--- config.mk ---
export PLATFORM = sky130hd
export DESIGN_NAME = uart_tx_buffered
export DESIGN_NICKNAME = d
export VERILOG_FILES = /design/src/rtl/uart_pkg.sv /design/src/rtl/sync_fifo.sv /design/src/rtl/uart_tx_buffered.sv
export SDC_FILE = /design/constraint.sdc
export NUM_CORES = 1
export LEC_CHECK = 0
export ABC_CLOCK_PERIOD_IN_PS = 2500
export BUFFER_PORTS_ARGS = -buffer_cell sky130_fd_sc_hd__buf_2
export CAP_MARGIN = 20
export CELL_PAD_IN_SITES_DETAIL_PLACEMENT = 0
export CELL_PAD_IN_SITES_GLOBAL_PLACEMENT = 1
export CORE_MARGIN = 2
export CORE_UTILIZATION = 35
export CTS_BUF_LIST = sky130_fd_sc_hd__clkbuf_8
export CTS_CLUSTER_SIZE = 30
export DETAILED_ROUTE_END_ITERATION = 8
export MAX_ROUTING_LAYER = met4
export PLACE_DENSITY_LB_ADDON = 0.08
export SKIP_LAST_GASP = 1
export SLEW_MARGIN = 20
export SYNTH_ARGS = -nofsm -noshare
export SYNTH_HDL_FRONTEND = slang
export SYNTH_HIERARCHICAL = 1
export SYNTH_SLANG_ARGS = --single-unit
--- constraint.sdc ---
create_clock -name CLK -period 2.5 [get_ports CLK]
set_clock_uncertainty 0.1 [all_clocks]
set_input_delay 0 -clock CLK [delete_from_list [all_inputs] [get_ports CLK]]
set_output_delay 0 -clock CLK [all_outputs]
set_load 0.03 [all_outputs]
--- src/rtl/uart_pkg.sv ---
// Shared UART definitions: FSM state encodings, byte width and default baud divisor.
package uart_pkg;

    localparam int unsigned DATA_W           = 8;
    localparam int unsigned BAUD_DIV_DEFAULT = 5208;

    typedef logic [DATA_W-1:0] uart_byte_t;

    typedef enum logic [2:0] {
        ST_IDLE,
        ST_START,
        ST_DATA,
        ST_PARITY,
        ST_STOP
    } uart_state_e;

endpackage

--- src/rtl/sync_fifo.sv ---
// Synchronous FIFO with registered full/empty/level and first-word-fallthrough read data.
module sync_fifo #(
    parameter int unsigned WIDTH = 8,
    parameter int unsigned AW    = 4
) (
    input  logic             clk,
    input  logic             rst,
    input  logic             push,
    input  logic [WIDTH-1:0] wr_data,
    input  logic             pop,
    output logic [WIDTH-1:0] rd_data,
    output logic             full,
    output logic             empty,
    output logic [AW:0]      level
);

    localparam int unsigned DEPTH = 1 << AW;
    localparam int unsigned LW    = AW + 1;

    logic [WIDTH-1:0] mem_q [DEPTH];
    logic [AW-1:0]    wr_ptr_q, wr_ptr_d;
    logic [AW-1:0]    rd_ptr_q, rd_ptr_d;
    logic [AW:0]      level_q, level_d;
    logic             full_q, full_d;
    logic             empty_q, empty_d;
    logic             push_ok, pop_ok;

    // Full is the registered flag, so a push while full is dropped even if a pop happens too.
    always_comb begin
        push_ok  = push && !full_q;
        pop_ok   = pop && !empty_q;
        wr_ptr_d = wr_ptr_q;
        rd_ptr_d = rd_ptr_q;
        level_d  = level_q;
        if (push_ok) begin
            wr_ptr_d = wr_ptr_q + AW'(1);
        end
        if (pop_ok) begin
            rd_ptr_d = rd_ptr_q + AW'(1);
        end
        if (push_ok && !pop_ok) begin
            level_d = level_q + LW'(1);
        end else if (pop_ok && !push_ok) begin
            level_d = level_q - LW'(1);
        end
        full_d  = (level_d == LW'(DEPTH));
        empty_d = (level_d == '0);
    end

    always_ff @(posedge clk) begin
        if (rst) begin
            wr_ptr_q <= '0;
            rd_ptr_q <= '0;
            level_q  <= '0;
            full_q   <= 1'b0;
            empty_q  <= 1'b1;
        end else begin
            wr_ptr_q <= wr_ptr_d;
            rd_ptr_q <= rd_ptr_d;
            level_q  <= level_d;
            full_q   <= full_d;
            empty_q  <= empty_d;
        end
    end

    always_ff @(posedge clk) begin
        if (push_ok) begin
            mem_q[wr_ptr_q] <= wr_data;
        end
    end

    assign rd_data = mem_q[rd_ptr_q];
    assign full    = full_q;
    assign empty   = empty_q;
    assign level   = level_q;

endmodule

--- src/rtl/uart_tx_buffered.sv ---
// Buffered 8N1 UART transmitter: FIFO-fed serializer with a flop-driven TXD line.
// Define UART_TX_PARITY_EN to insert an even-parity bit (8E1 frames).
module uart_tx_buffered
    import uart_pkg::*;
#(
    parameter int unsigned BAUD_DIV = BAUD_DIV_DEFAULT,
    parameter int unsigned FIFO_AW  = 4
) (
    input  logic              CLK,
    input  logic              RST,
    input  logic [DATA_W-1:0] WrData,
    input  logic              WrEn,
    output logic              Full,
    output logic [FIFO_AW:0]  Level,
    output logic              Busy,
    output logic              TXD
);

    localparam int unsigned CNT_W = $clog2(BAUD_DIV);
    localparam int unsigned BIT_W = $clog2(DATA_W);

    uart_state_e      state_q, state_d;
    logic [CNT_W-1:0] cnt_q, cnt_d;
    logic [BIT_W-1:0] bit_idx_q, bit_idx_d;
    uart_byte_t       shift_q, shift_d;
    logic             txd_q, txd_d;
    logic             busy_q, busy_d;
`ifdef UART_TX_PARITY_EN
    logic             parity_q, parity_d;
`endif

    logic             fifo_pop;
    logic             fifo_empty;
    uart_byte_t       fifo_rd_data;
    logic             bit_done;

    sync_fifo #(
        .WIDTH (DATA_W),
        .AW    (FIFO_AW)
    ) u_fifo (
        .clk     (CLK),
        .rst     (RST),
        .push    (WrEn),
        .wr_data (WrData),
        .pop     (fifo_pop),
        .rd_data (fifo_rd_data),
        .full    (Full),
        .empty   (fifo_empty),
        .level   (Level)
    );

    always_comb begin
        state_d   = state_q;
        cnt_d     = cnt_q + CNT_W'(1);
        bit_idx_d = bit_idx_q;
        shift_d   = shift_q;
        fifo_pop  = 1'b0;
`ifdef UART_TX_PARITY_EN
        parity_d  = parity_q;
`endif
        bit_done  = (cnt_q == CNT_W'(BAUD_DIV - 1));

        case (state_q)
            ST_IDLE: begin
                cnt_d = '0;
                if (!fifo_empty) begin
                    fifo_pop = 1'b1;
                    shift_d  = fifo_rd_data;
`ifdef UART_TX_PARITY_EN
                    parity_d = ^fifo_rd_data;
`endif
                    state_d  = ST_START;
                end
            end
            ST_START: begin
                if (bit_done) begin
                    cnt_d     = '0;
                    bit_idx_d = '0;
                    state_d   = ST_DATA;
                end
            end
            ST_DATA: begin
                if (bit_done) begin
                    cnt_d   = '0;
                    shift_d = {1'b0, shift_q[DATA_W-1:1]};
                    if (bit_idx_q == BIT_W'(DATA_W - 1)) begin
`ifdef UART_TX_PARITY_EN
                        state_d = ST_PARITY;
`else
                        state_d = ST_STOP;
`endif
                    end else begin
                        bit_idx_d = bit_idx_q + BIT_W'(1);
                    end
                end
            end
`ifdef UART_TX_PARITY_EN
            ST_PARITY: begin
                if (bit_done) begin
                    cnt_d   = '0;
                    state_d = ST_STOP;
                end
            end
`endif
            ST_STOP: begin
                // Chain straight into the next start bit when more data is waiting.
                if (bit_done) begin
                    cnt_d = '0;
                    if (!fifo_empty) begin
                        fifo_pop = 1'b1;
                        shift_d  = fifo_rd_data;
`ifdef UART_TX_PARITY_EN
                        parity_d = ^fifo_rd_data;
`endif
                        state_d  = ST_START;
                    end else begin
                        state_d = ST_IDLE;
                    end
                end
            end
            default: begin
                cnt_d   = '0;
                state_d = ST_IDLE;
            end
        endcase

        // Line level follows the current state one clock later, keeping TXD a pure flop.
        case (state_q)
            ST_START:  txd_d = 1'b0;
            ST_DATA:   txd_d = shift_q[0];
`ifdef UART_TX_PARITY_EN
            ST_PARITY: txd_d = parity_q;
`endif
            default:   txd_d = 1'b1;
        endcase

        // A pop always leaves the FSM busy, so next occupancy only matters for pushes.
        busy_d = (state_d != ST_IDLE) || !fifo_empty || (WrEn && !Full);
    end

    always_ff @(posedge CLK) begin
        if (RST) begin
            state_q   <= ST_IDLE;
            cnt_q     <= '0;
            bit_idx_q <= '0;
            shift_q   <= '0;
            txd_q     <= 1'b1;
            busy_q    <= 1'b0;
`ifdef UART_TX_PARITY_EN
            parity_q  <= 1'b0;
`endif
        end else begin
            state_q   <= state_d;
            cnt_q     <= cnt_d;
            bit_idx_q <= bit_idx_d;
            shift_q   <= shift_d;
            txd_q     <= txd_d;
            busy_q    <= busy_d;
`ifdef UART_TX_PARITY_EN
            parity_q  <= parity_d;
`endif
        end
    end

    assign TXD  = txd_q;
    assign Busy = busy_q;

endmodule

* Word-level counts from Yosys, hierarchy flattened *
Memories as Yosys holds them, arrays and structs flattened. A register that Yosys moved wholly into a read port is not among the register bits.
Cells that the tools add are included.

word-level totals
  bits in registers = 44
  RAM bits = 128
  bits of input ports = 11
  output and inout port bits = 8
  logic and storage cells = 73
  memories kept = 1

cells by class
  add/sub/neg operators = 6
  eq/ne operators = 10
  multiplexer cells = 25
  bitwise operators = 1
  reduce and logical (&&, ||, !) cells = 19

memories
  name          words  bits a word  rd ports  clocked after memory_dff  write ports  RTL line         RTL
  u_fifo.mem_q  16     8            1         1                         1            sync_fifo.sv:20  logic [WIDTH-1:0] mem_q [DEPTH];

operators with widths
  operator                 number
  $mux W3                  8
  $mux W8                  3
  $pmux W8 S3              1
  $add A13 B1 Y13 const B  1
  $eq A13 B13 Y1 const B   1
  $pmux W3 S4              1
  $mux W5                  2
  $add A4 B1 Y4 const B    2
  $mux W4                  2
  $ne A2 B2 Y1 const B     4
  $eq A3 B3 Y1 const B     2
  $pmux W3 S2              1
  $reduce_bool A3 Y1       2
  $reduce_or A3 Y1         2
  $add A5 B1 Y5 const B    1
  $eq A5 B5 Y1 const B     1
  $logic_not A5 Y1         1
  $mux W1                  5
  $sub A5 B1 Y5 const B    1
  $logic_and A1 B1 Y1      4
  $logic_not A1 Y1         4
  $pmux W1 S2              2
  $reduce_and A4 Y1        1
  $add A3 B1 Y3 const B    1
  7 further kinds          8

* Depth between registers and ports, before layout *
  depth after elaboration = 8
  mapped depth = 11
  depth with buffers taken out = 10

* Cells and area by module *
The synthesis kept the hierarchy.

modules (own cells, without submodules)
  module            times used  cells an instance  area an instance (um2)
  sync_fifo         1           295                5,863.1
  uart_tx_buffered  1           174                1,541.5

* Worst setup path before layout *
Ideal clock, no wire load.

  path type = register to register
  start = register cnt_q[0]
  end = register u_fifo.empty_q, in the netlist u_fifo/empty
  data arrival time = 2.302 ns
  path slack = -0.027 ns
  stages on the path, launching flop included = 12
  buffers on the path = 1
  clock period less this slack = 2.527 ns
  cells stage by stage = dfxtp_1 ha_1 and4b_1 nand3_1 a21o_1 inv_1 nor2b_1 clkbuf_1 nand2_1 and3_1 o32ai_1 o31ai_1

on the way
  cells in the longest elaborated chain, start to end = 8

ends and longest elaborated chain
  what                                                            RTL line                          RTL
  start, declared                                                 uart_tx_buffered.sv:23            logic [CNT_W-1:0] cnt_q, cnt_d;
  start signal, assigned                                          uart_tx_buffered.sv:154           cnt_q <= cnt_d;
  $eq A13 B13 Y1 (*)                                              uart_tx_buffered.sv:61            bit_done = (cnt_q == CNT_W'(BAUD_DIV - 1));
  $mux W1 (*)                                                     uart_tx_buffered.sv:107           if (bit_done) begin
  $pmux W1 S2 (*)                                                 uart_tx_buffered.sv:63            case (state_q)
  via fifo_pop                                                    uart_tx_buffered.sv:32            logic fifo_pop;
  $logic_and A1 B1 Y1 (*)                                         sync_fifo.sv:31                   pop_ok = pop && !empty_q;
  $logic_and A1 B1 Y1 / $logic_not A1 Y1 (equally long branches)  sync_fifo.sv:43, sync_fifo.sv:41
  $mux W5 / $logic_and A1 B1 Y1 (equally long branches)           sync_fifo.sv:43, sync_fifo.sv:41
  $mux W5 (*)                                                     sync_fifo.sv:41                   if (push_ok && !pop_ok) begin
  $logic_not A5 Y1 (*)                                            sync_fifo.sv:47                   empty_d = (level_d == '0);
  end signal, assigned                                            sync_fifo.sv:62                   empty_q <= empty_d;
  end, declared                                                   sync_fifo.sv:25                   logic empty_q, empty_d;

The timed path passes the listed nets; every way through them passes the cells marked *.
A chain may end at the register's enable or synchronous reset.

* Final worst setup path *
Ends and elaborated chain as after synthesis.

==> results.cfg <==
[run_status]
status = complete, no violations

[logic_synthesis]
synthTopCellsByArea = edfxtp_1 (52%), dfxtp_1 (13%), mux4_1 (8.5%)
async_reset_ff_frac = 0
synth_area_leader_cell = edfxtp_1
synth_cells = 469
synth.avg_cell_area_um2 = 15.8
synth.distinct_cells = 60
yosys_warnings = 6
syn_area_mm2 = 0.00740
synth-seq-cells = 176
ys.flop_type = edfxtp_1
seq_area_frac_synth = 0.649
synth_edf_count = 128
yosys.area.top_type_share = 0.519
synthesis.nets = 490

[floorplan]
io_pins = 19
dieArea_mm2 = 0.0223
die_y_um = 149
initial_utilization = 0.354
die_w_um = 149
core_area_mm2 = 0.0209
rows = 53

[setup_path]
worstPathRequired_ns = 2.75
crit_type = reg -> reg
cp.arrival_ns = 2.59
crit_path_max_fanout = 4
start_kind = register
end_kind = register

[finish]
fin_cells = 822
seqCellArea_mm2 = 0.00481
nets = 555
layout_common_cells = edfxtp_1 (128), dfxtp_1 (47), buf_4 (39)
design_area_mm2 = 0.00855
drive_above_1_share = 0.223
multiInputGateArea_mm2 = 0.00242
area_growth_pct = 15.4
final_common_cell = edfxtp_1
fill_cells = 1937
antennaDiodeCount = 0

[sta]
rsz0062_at_grt = no
drv_slew = 0
whs_ns = 0.283
finalHoldViolCount = 0
worst_pin_slew_ns = 0.508
setup_violations = 0
timing.final.crit_period_ns = 2.33
fmax_ghz = 0.428
setup-tns-final_ns = 0
relSlewSlack = 0.661
period_share = 0.934

[detailed_routing]
viasPerCell = 4.97
drc_errors = 0
firstDrtPassIters = 4
drt_iter0_markers = 234
wl_per_cell_um = 18.2
final_antenna_net_count = 0
drt_wl_total_um = 14900
vias = 4087

[clock_network]
clockBufferDepth = 2
cts_tree = done
clk_latency_ns = 0.46
cts_buffers = 17
cts.clk_slew.worst_paths_ns = 0.10
cts_sinks = 176
cts_root_buf = clkbuf_8
cts_htree_levels = 4

[pwr]
vdd_drop_max_uv = 374
pwr_density_cell_mw_per_mm2 = 718
leakagePower_nw = 2.86

[global_route]
overflow = 0
track_usage = 0.149
antenna_found_initial = 0
grt_pass1_wl_um = 23700
grt_max_degree = 33
grt_pass1_vias = 4277

[worst_hold_path]
hp-class = in -> reg

[place]
io_buffer_count = 18
place_area_mm2 = 0.00802
hpwl_um = 10100
gp_congestion = 0.786
placed_cells = 780

[run]
maxCapViolCount = 0
==> state kept, by name, indices dropped and copies added (netlist names), named ones only <==
name / cells
cnt_q: 13
u_fifo/mem_q: 128
TXD: 1
shift_q: 8
Busy: 1
u_fifo/level: 5
bit_idx_q: 3
u_fifo/full: 1
u_fifo/rd_ptr_q: 4
state_q: 3
u_fifo/wr_ptr_q: 4
u_fifo/empty: 1
==> metal layers <==
metal  share of wire  track usage  vias to the layer above
met2            0.50        0.247                       45
met5               0            -                        -
met3           0.030       0.0345                        5
li1                -            -                     1964
met1            0.46        0.183                     2073
met4          0.0082       0.0414                        0
==> through the flow <==
step	utilization	total power, mW	setup slack [ns]
floorplan	-	3.96	0.0604
global placement	0.384	4.18	0.0629
detailed placement	0.384	4.18	0.0369
CTS	0.408	6.22	0.0217
global route	0.409	6.42	0.0227
finish	0.409	6.14	0.165
==> Yosys cell counts (4+ instances only) <==
master      n
a21oi_1    17
and3_1      5
buf_1       5
clkbuf_1    8
dfxtp_1    48
edfxtp_1  128
ha_1       10
inv_1      12
mux2i_1     8
mux4_1     24
mux4_2     16
nand2_1    24
nand2b_1    4
nand3_1     9
nand4_1     6
nor2_1     36
nor3_1     10
o21ai_0    13
or3_1       8
xnor2_1    10
xor2_1     10
==> area by class of cell <==
class                      instances  area share
clock buffer                      17      0.0274
clock inverter                    15      0.0201
inverter                          12     0.00527
multi-input combinational        258       0.284
sequential                       176       0.562
tap                              275      0.0403
timing repair buffer              69      0.0612
==> repair_timing <==
action,CTS,global route
endpoints found under the hold margin,150,0
hold buffers,10,0
setup buffers,0,0
gates resized for setup,0,6
setup endpoints to repair,0,2
==> logic make-up (layout without fill, tap and decap cells) <==
group / count (synthesis) / after routing / share of synthesized area
AOI/OAI and AO/OA: 53 / 53 / 0.0465
xor gates and xnor gates: 20 / 20 / 0.0237
adders and majority gates: 10 / 10 / 0.0169
buffers and inverters: 35 / 113 / 0.0265
DFF: 176 / 176 / 0.649
muxes: 48 / 48 / 0.145
and+or+nand+nor: 127 / 127 / 0.0929
==> worst max-delay path, cell delays in order (launching register included) <==
cell and delay, ns:
dfxtp_1 0.36, ha_1 0.17, and4b_1 0.23, nand3_1 0.13
a21o_1 0.24, inv_1 0.08, nor2b_2 0.21, nand2_1 0.12
and3_1 0.20, o32ai_2 0.31, o31ai_1 0.09
==> power by group <==
group          switching (mW)  internal (mW)  total, mW
combinational           0.448          0.395      0.843
sequential             0.0659           3.23       3.29
clock                    1.16          0.843       2.00
total                    1.67           4.47       6.14
==> path summary, 6_finish.rpt <==
check                           startpoint         endpoint  slack, ns  cells past startpoint
worst max-delay path              cnt_q[0]     u_fifo/empty       0.17                     10
worst min-delay path                   RST  u_fifo/level[4]       0.28                      3
worst max register to register    cnt_q[0]     u_fifo/empty       0.17                     10
worst min register to register    cnt_q[0]         cnt_q[0]       0.35                      1
(Power assumes the default switching activity.)
